**src/rtl/register_file_pkg.sv**
```systemverilog
// -----------------------------------------------------------------------------
// register_file_pkg
//   Shared constants and types for the architectural register file.
//   DATA_W   : register width in bits
//   NUM_REGS : number of architectural registers
//   SEL_W    : register-select width, log2(NUM_REGS)
//   reg_idx_t: register index type
//   x_bit()  : simulation-only unknown detector for a reduction-XOR result
// -----------------------------------------------------------------------------
package register_file_pkg;

  localparam int DATA_W   = 16;
  localparam int NUM_REGS = 8;
  localparam int SEL_W    = 3;

  typedef logic [SEL_W-1:0] reg_idx_t;

  // Feed this the reduction-XOR of a bus. Any X/Z bit on the bus turns the
  // XOR into X, which matches neither 0 nor 1 under case-equality. In
  // hardware the value is always 0 or 1, so this folds to a constant 0.
  function automatic logic x_bit(input logic p);
    return (p !== 1'b0) && (p !== 1'b1);
  endfunction

endpackage

```
**src/rtl/register_file_reg16.sv**
```systemverilog
// -----------------------------------------------------------------------------
// reg16
//   One data register with write enable and synchronous active-low clear.
//   Ports:
//     clk : clock, rising edge
//     rst : synchronous clear, active-low; has priority over en
//     en  : write enable
//     d   : data in
//     q   : registered data out
// -----------------------------------------------------------------------------
module reg16
  import register_file_pkg::*;
#(
  parameter int W = DATA_W
) (
  input  logic         clk,
  input  logic         rst,
  input  logic         en,
  input  logic [W-1:0] d,
  output logic [W-1:0] q
);

  // NOTE: sequential state uses non-blocking assignments so that every
  // register samples pre-edge values, independent of process ordering.
  // NOTE: each entry is a real flop with a clear, not a RAM macro. Reads must
  // return zero after reset, so every entry needs a reset path.
  always_ff @(posedge clk) begin
    if (!rst) begin
      q <= '0;
    end else if (en) begin
      q <= d;
    end
  end

endmodule

```
**src/rtl/register_file.sv**
```systemverilog
// -----------------------------------------------------------------------------
// register_file
//   Architectural register storage: eight 16-bit registers, two combinational
//   read ports and one clocked write port. No write-to-read forwarding. A
//   write becomes visible only after the edge that performs it.
//   Ports:
//     clk         : clock, rising edge
//     rst         : synchronous reset, active-low; clears all registers and
//                   overrides a write requested in the same cycle
//     read1regsel : read port 1 index
//     read2regsel : read port 2 index
//     writeregsel : write port index (don't-care when write=0)
//     writedata   : write data (don't-care when write=0)
//     write       : write enable
//     read1data   : R[read1regsel]
//     read2data   : R[read2regsel]
//     err         : unknown control input flag (simulation only; 0 in hardware)
// -----------------------------------------------------------------------------
module register_file
  import register_file_pkg::*;
#(
  parameter int DATA_W_P   = DATA_W,
  parameter int NUM_REGS_P = NUM_REGS
) (
  input  logic                clk,
  input  logic                rst,
  input  logic [SEL_W-1:0]    read1regsel,
  input  logic [SEL_W-1:0]    read2regsel,
  input  logic [SEL_W-1:0]    writeregsel,
  input  logic [DATA_W_P-1:0] writedata,
  input  logic                write,
  output logic [DATA_W_P-1:0] read1data,
  output logic [DATA_W_P-1:0] read2data,
  output logic                err
);

  logic [NUM_REGS_P-1:0] we;
  logic [DATA_W_P-1:0]   q [NUM_REGS_P];

  // Write-enable decoder, gated by write.
  // NOTE: every always_comb output gets a default first, so no path through
  // the block leaves a value held. That is what keeps latches from being
  // inferred.
  always_comb begin
    we = '0;
    for (int i = 0; i < NUM_REGS_P; i++) begin
      we[i] = write && (writeregsel == reg_idx_t'(i));
    end
  end

  for (genvar g = 0; g < NUM_REGS_P; g++) begin : g_regs
    reg16 #(.W(DATA_W_P)) u_reg (
      .clk (clk),
      .rst (rst),
      .en  (we[g]),
      .d   (writedata),
      .q   (q[g])
    );
  end

  // Two independent 8:1 read multiplexers. They read the stored state only,
  // so a same-cycle write is not visible until after the edge.
  assign read1data = q[read1regsel];
  assign read2data = q[read2regsel];

  // An unknown writeregsel matters only when a write is actually requested.
  assign err = x_bit(write)
             | x_bit(^read1regsel)
             | x_bit(^read2regsel)
             | (write & x_bit(^writeregsel));

endmodule

```
**config.mk**
```make
export PLATFORM = sky130hd
export DESIGN_NAME = register_file
export DESIGN_NICKNAME = d
export VERILOG_FILES = /design/src/rtl/register_file_pkg.sv /design/src/rtl/register_file_reg16.sv /design/src/rtl/register_file.sv
export SDC_FILE = /design/constraint.sdc
export NUM_CORES = 1
export LEC_CHECK = 0
export CORE_UTILIZATION = 55
export CTS_BUF_LIST = sky130_fd_sc_hd__clkbuf_4 sky130_fd_sc_hd__clkbuf_8
export CTS_CLUSTER_DIAMETER = 30
export CTS_CLUSTER_SIZE = 8
export DETAILED_ROUTE_END_ITERATION = 10
export PLACE_DENSITY_LB_ADDON = 0.2
export SKIP_LAST_GASP = 1
export SYNTH_ARGS = -nofsm -noshare
export SYNTH_HDL_FRONTEND = slang
export SYNTH_SLANG_ARGS = --single-unit
```
**constraint.sdc**
```tcl
create_clock -name clk -period 1.3 [get_ports clk]
set_input_delay 0.195 -clock clk [delete_from_list [all_inputs] [get_ports clk]]
set_output_delay 0.195 -clock clk [all_outputs]
set_load 0.01 [all_outputs]
```
* After elaboration in Yosys (flattened, before gate mapping)
Index checks and enable logic that the tools add are counted.
** Word-level totals
- Flip-flop bits (word level) :: 128
- Input port bits :: 28
- Logic and storage cells :: 53
** Operators by class
- Order comparisons :: 2
- Equality and inequality tests :: 15
- Mux-type cells :: 6
- Bitwise operators :: 6
- Reduce and logical (&&, ||, !) cells :: 16
** Operator list (count)
- $bmux 16 s3 :: 2
- $mux 16 :: 4
- $eq 3x3->1 const B :: 4
- $logic_and 1x1->1 :: 12
- $reduce_xor 3->1 :: 3
- $ge 4x4->1 const B :: 2
- $nex 1x1->1 const B :: 8
- $not 3->4 :: 2
- $eq 3x2->1 const B :: 2
- $eq 3x1->1 const B :: 1
- $logic_not 3->1 :: 1
- $or 1x1->1 :: 3
- $and 1x1->1 :: 1

* Logic depth before layout (Yosys ltp)
- Word-level depth :: 6
- Depth in mapped cells :: 6
- Mapped depth without buffers :: 3

* By module
Synthesis repeated with hierarchy kept, for this count alone.
** Unflattened totals
- Cells, all modules :: 537
- Area, all modules :: 7136.8 µm²
** Modules (own cells, without submodules)
- reg16 :: instances 8, cells an instance 51, area each 615.6 µm², sequential area each 320.3 µm²
- register_file :: instances 1, cells an instance 129, area each 2212.1 µm², sequential area each 0.0 µm²

* Worst setup path before layout
No wires, ideal clock.
- Path kind :: input port to output port
- From :: in read1regsel[0]
- To :: out read1data[10]
- Arrival :: 1.283 ns
- Path slack :: -0.178 ns
- Cell stages on the path :: 4
- Path buffers :: 2
- Cells stage by stage :: clkbuf_1 clkbuf_1 mux4_1 mux2_2
** On the way
- Word-level cells in the longest chain between the ends :: 4
** Ends and longest elaborated chain
- from (decl) :: RTL line register_file.sv:27 : input logic [SEL_W-1:0] read1regsel,
- $not 3->4 (not written as such) :: RTL line register_file.sv:63 : assign read1data = q[read1regsel];
- $bmux 16 s3 :: RTL line register_file.sv:63
- $mux 16 (not written as such) (2 in series) :: RTL line register_file.sv:63
- to (decl) :: RTL line register_file.sv:32 : output logic [DATA_W_P-1:0] read1data,
No other way between the ends. The select of a mux whose other input is x is not followed.

* Final worst setup path
- From :: reg g_regs[5].u_reg.q[7]
- To :: out read2data[7]
** On the way
- Word-level cells in the longest chain between the ends :: 3
** Ends and longest elaborated chain
- from (decl) :: RTL line register_file_reg16.sv:20 : output logic [W-1:0] q
- from (signal assigned) :: RTL line register_file_reg16.sv:29 : q <= '0;
- from (signal assigned) :: RTL line register_file_reg16.sv:31 : q <= d;
- $bmux 16 s3 :: RTL line register_file.sv:64 : assign read2data = q[read2regsel];
- $mux 16 (not written as such) (2 in series) :: RTL line register_file.sv:64
- to (decl) :: RTL line register_file.sv:33 : output logic [DATA_W_P-1:0] read2data,
No other way between the ends. The select of a mux whose other input is x is not followed.

==> impl_summary.md <==
Placement
The post-place setup slack is -1024 ps. The count of port buffers added during placement is 59. The HPWL after detailed placement is 13.19 mm.

The standard cell area after detailed placement is 0.008028 sq mm. Routability-driven placement finished with a final weighted congestion of 0.8735.

Synth
The Yosys step of the flow raised 0 warnings. The number of distinct library cell variants in the gate-level netlist after synthesis is 22. The share of the Yosys chip area taken by registers is 0.3565. The async set or reset register ratio after synthesis is 0.

The area of the mapped netlist is 0.007188 sq mm. The most used flip-flop cell after synthesis is sky130_fd_sc_hd__dfxtp_1. In this run, synthesis produced a sequential element count of 128.

Synthesis handed over a netlist of 707 instances. The number of nets handed over by synthesis was 735. Counting flops with a built-in enable in the synthesized netlist gives 0. A synthesized cell averages 10.17 sq um.

Detailed routing
In this run the remaining antenna-violating nets after routing total 0. The residual DRC count is 0. Wires add up to 20.35 mm.

Detailed routing inserted a total of 5,794 vias. The first TritonRoute pass finished after 5 iterations. Dividing the detail-routed wire length by the instance count gives 21.28 microns. Using the TritonRoute via totals, the vias-per-cell ratio works out to 6.061. The number of violations reported at the end of detailed-routing iteration 0 is 451.

Timing
Of the available clock period, the critical path in the final layout requires 1.445. The number of slew-limit violations in the final report is 0. The setup skew after layout is 0 ps. Setup repair after global routing could not meet its margin everywhere.

The final count of hold timing violations is 0. The worst setup slack after layout is -578.0 ps. The hold slack is 246.1 ps. Counting I/O delays and the setup requirement, the final critical path takes 1878 ps.

The setup violation total in the final timing report is 32. The highest clock frequency the design can meet is 532.5 MHz.

Clocking
The number of buffers between clock root and the deepest sink is 2. The CTS tree is done. The number of buffers inserted during clock tree synthesis is 17. The clock latency of the later-clocked register in the worst-skew pair is 440 ps.

For this design, the sink count on the clock tree is 128. The number of hold buffers added after CTS was 0. In this run the clock root is driven by a sky130_fd_sc_hd__clkbuf_8. After clock tree synthesis, the clock-pin slew on the worst setup and hold paths is 80 ps.

The level count of the clock H-tree is 4.

Worst setup path
In this run the worst path has a maximum fanout of 3. The launch point of the worst reg-to-reg path is g_regs[5].u_reg.q[4]$_SDFFE_PN0P_. The startpoint type of the worst setup path is a flop.

For the worst setup path, the data arrival time is 1680 ps. The number of cells on the worst reg-to-reg path is 3. The data required time at the worst endpoint is 1110 ps. The endpoint identified for the worst register-to-register timing path is g_regs[5].u_reg.q[4]$_SDFFE_PN0P_. The setup check on the worst reg-to-reg path leaves a slack of 530 ps. The sort of element at the end of the critical path is a primary output. The start-to-end type of the worst setup path is flop to primary output.

Final layout
The filler cell count in the final layout is 980. In the final layout, the multi-input gates occupy 0.004024 sq mm. Counting flops per register, the top entry is g_regs.u_reg.q. The number of antenna diodes is 0. The final layout contains 799 nets. The register with the most flip-flops in the layout has 128 of them. The design area is 0.008656 sq mm.

In the final layout, the registers with the most flip-flops are g_regs.u_reg.q x128. The proportion of layout cells with a drive suffix above 1 is 0.3724. Compared with the post-synthesis result, the final layout area differs by 20.42%. The area occupied by registers is 0.002634 sq mm.

Floorplan
The top-level port count is 61. The die is 116.3 microns wide. The die covers 0.01353 sq mm. The floorplan core area is 0.01267 sq mm.

The initial core utilization is 0.5673. The floorplan has 41 rows. The height of the die is 116.3 microns.

Global routing
The first global-routing pass estimated 31.17 mm of wire. The largest net degree at the start of global routing is 67. The aggregate global routing overflow is 0. The via count of the first global-routing pass is 5,713. For this run, the total global-route usage over all layers was measured as 0.3190. The number of antenna violations at the first check in global routing is 0.

Run status
The run finished, with violations left. The checks that failed: negative setup slack.

Power
The peak supply drop is 0.6860 mV. The proportion of power drawn by combinational gates is 0.132. The leakage power is 3.187 nW.

The analysis attributes to net switching a power of 2.217 mW. Internal power comes to 6.340 mW. The switching share of power is 0.2591. Power comes to 8.557 mW. The share of total power dissipated in the clock network is 0.392. The share of total power dissipated in sequential elements is 0.476. For this design the ratio of total power to cell area is 988.6 mW/mm^2.

Hold path
The end point of the most critical hold path is g_regs[0].u_reg.q[15]$_SDFFE_PN0P_. The count of cells along the worst hold path is 3. The worst min-delay path category is input port to flop. The worst min-delay path startpoint is rst.

Job
The number of max-cap violations is 0.
## power groups by stage
stage	clock network (mW)	registers [mW]	logic, mW
after floorplan	0	4.13	0.720
after global placement	0	4.15	1.04
after detailed placement	0	4.16	1.06
after CTS	3.38	4.07	1.10
after global routing	3.57	4.08	1.18
final	3.36	4.07	1.13
## stage by stage
stage | util | setup TNS [ps] | cells
5_1_grt | 0.6831 | -19060 | 956
6_report | 0.6831 | -17580 | 956
3_3_place_gp | 0.6336 | -73990 | 914
2_1_floorplan | - | -3026 | 707
4_1_cts | 0.6757 | -18000 | 950
3_5_place_dp | 0.6336 | -79800 | 914
## layout make-up
type,count,share of cell area
sequential,128,0.3043
timing repair buffer,127,0.1613
clock buffer,23,0.03513
multi-input combinational,497,0.4649
clock inverter,9,0.009540
tap,172,0.02486
## critical path: stages (launching register included)
cell and delay [ps]:
sky130_fd_sc_hd__dfxtp_2 340, sky130_fd_sc_hd__mux4_2 480, sky130_fd_sc_hd__mux2_4 300, sky130_fd_sc_hd__buf_6 120
## routing by layer
metal,up-vias,share of wire,global-route usage
met5,-,0,0
met4,0,0.046,0.1718
met3,89,0.091,0.07369
met2,301,0.47,0.4955
met1,2827,0.39,0.4146
li1,2577,-,-
## Yosys cell counts, drive strengths merged (3+ instances only)
cell type,n,share of area
a21boi,128,0.13
and4b,3,0.0042
and4bb,3,0.0052
buf,50,0.051
clkbuf,32,0.017
dfxtp,128,0.36
mux2,32,0.050
mux4,64,0.23
nand2,256,0.13
nand4b,3,0.0037
nand4bb,3,0.0047
## cells by family (layout without fill, tap and decap cells)
group | count (synthesis) | after routing | synth area share
muxes | 96 | 96 | 0.2830
DFF | 128 | 128 | 0.3565
other | 1 | 1 | 0.0005217
AOI/OAI and AO/OA | 128 | 128 | 0.1337
and+or+nand+nor | 272 | 272 | 0.1582
buffers and inverters | 82 | 159 | 0.06806
## timing repair
action	CTS	global route
cloned	2	3
resized for setup	205	35
setup buffers	2	3
pin swaps	1	1
setup endpoints to repair	33	69
## how the worst max path moves through the flow
stage          slack [ps]  depth (start not counted)                              start            end
2_1_floorplan        -100                          4                     read1regsel[2]  read1data[10]
3_3_place_gp        -1020                          5                     read2regsel[0]   read2data[5]
3_5_place_dp        -1020                          5                     read1regsel[0]   read1data[3]
4_1_cts              -590                          3  g_regs[5].u_reg.q[7]$_SDFFE_PN0P_   read2data[7]
5_1_grt              -620                          3  g_regs[5].u_reg.q[7]$_SDFFE_PN0P_   read2data[7]
6_report             -580                          3  g_regs[5].u_reg.q[7]$_SDFFE_PN0P_   read2data[7]
## layout by cell type, fill, tap and decap left out, types with 2 or more instances in the layout
cell type,netlist,routed
sky130_fd_sc_hd__a21boi_0,71,66
sky130_fd_sc_hd__a21boi_1,57,62
sky130_fd_sc_hd__and4b_1,3,3
sky130_fd_sc_hd__and4bb_2,3,3
sky130_fd_sc_hd__buf_12,0,16
sky130_fd_sc_hd__buf_2,18,6
sky130_fd_sc_hd__buf_4,21,41
sky130_fd_sc_hd__buf_6,10,38
sky130_fd_sc_hd__bufbuf_16,0,2
sky130_fd_sc_hd__clkbuf_4,0,2
sky130_fd_sc_hd__clkbuf_8,0,21
sky130_fd_sc_hd__clkdlybuf4s50_1,0,19
sky130_fd_sc_hd__clkinv_2,0,4
sky130_fd_sc_hd__clkinv_4,0,2
sky130_fd_sc_hd__clkinvlp_4,0,2
sky130_fd_sc_hd__dfxtp_1,128,71
sky130_fd_sc_hd__dfxtp_2,0,57
sky130_fd_sc_hd__dlygate4sd2_1,0,2
sky130_fd_sc_hd__dlymetal6s2s_1,0,3
sky130_fd_sc_hd__mux2_4,0,32
sky130_fd_sc_hd__mux4_2,2,64
sky130_fd_sc_hd__nand2_1,256,256
sky130_fd_sc_hd__nand4b_1,3,3
sky130_fd_sc_hd__nand4bb_1,3,3
(Power assumes the default switching activity.)
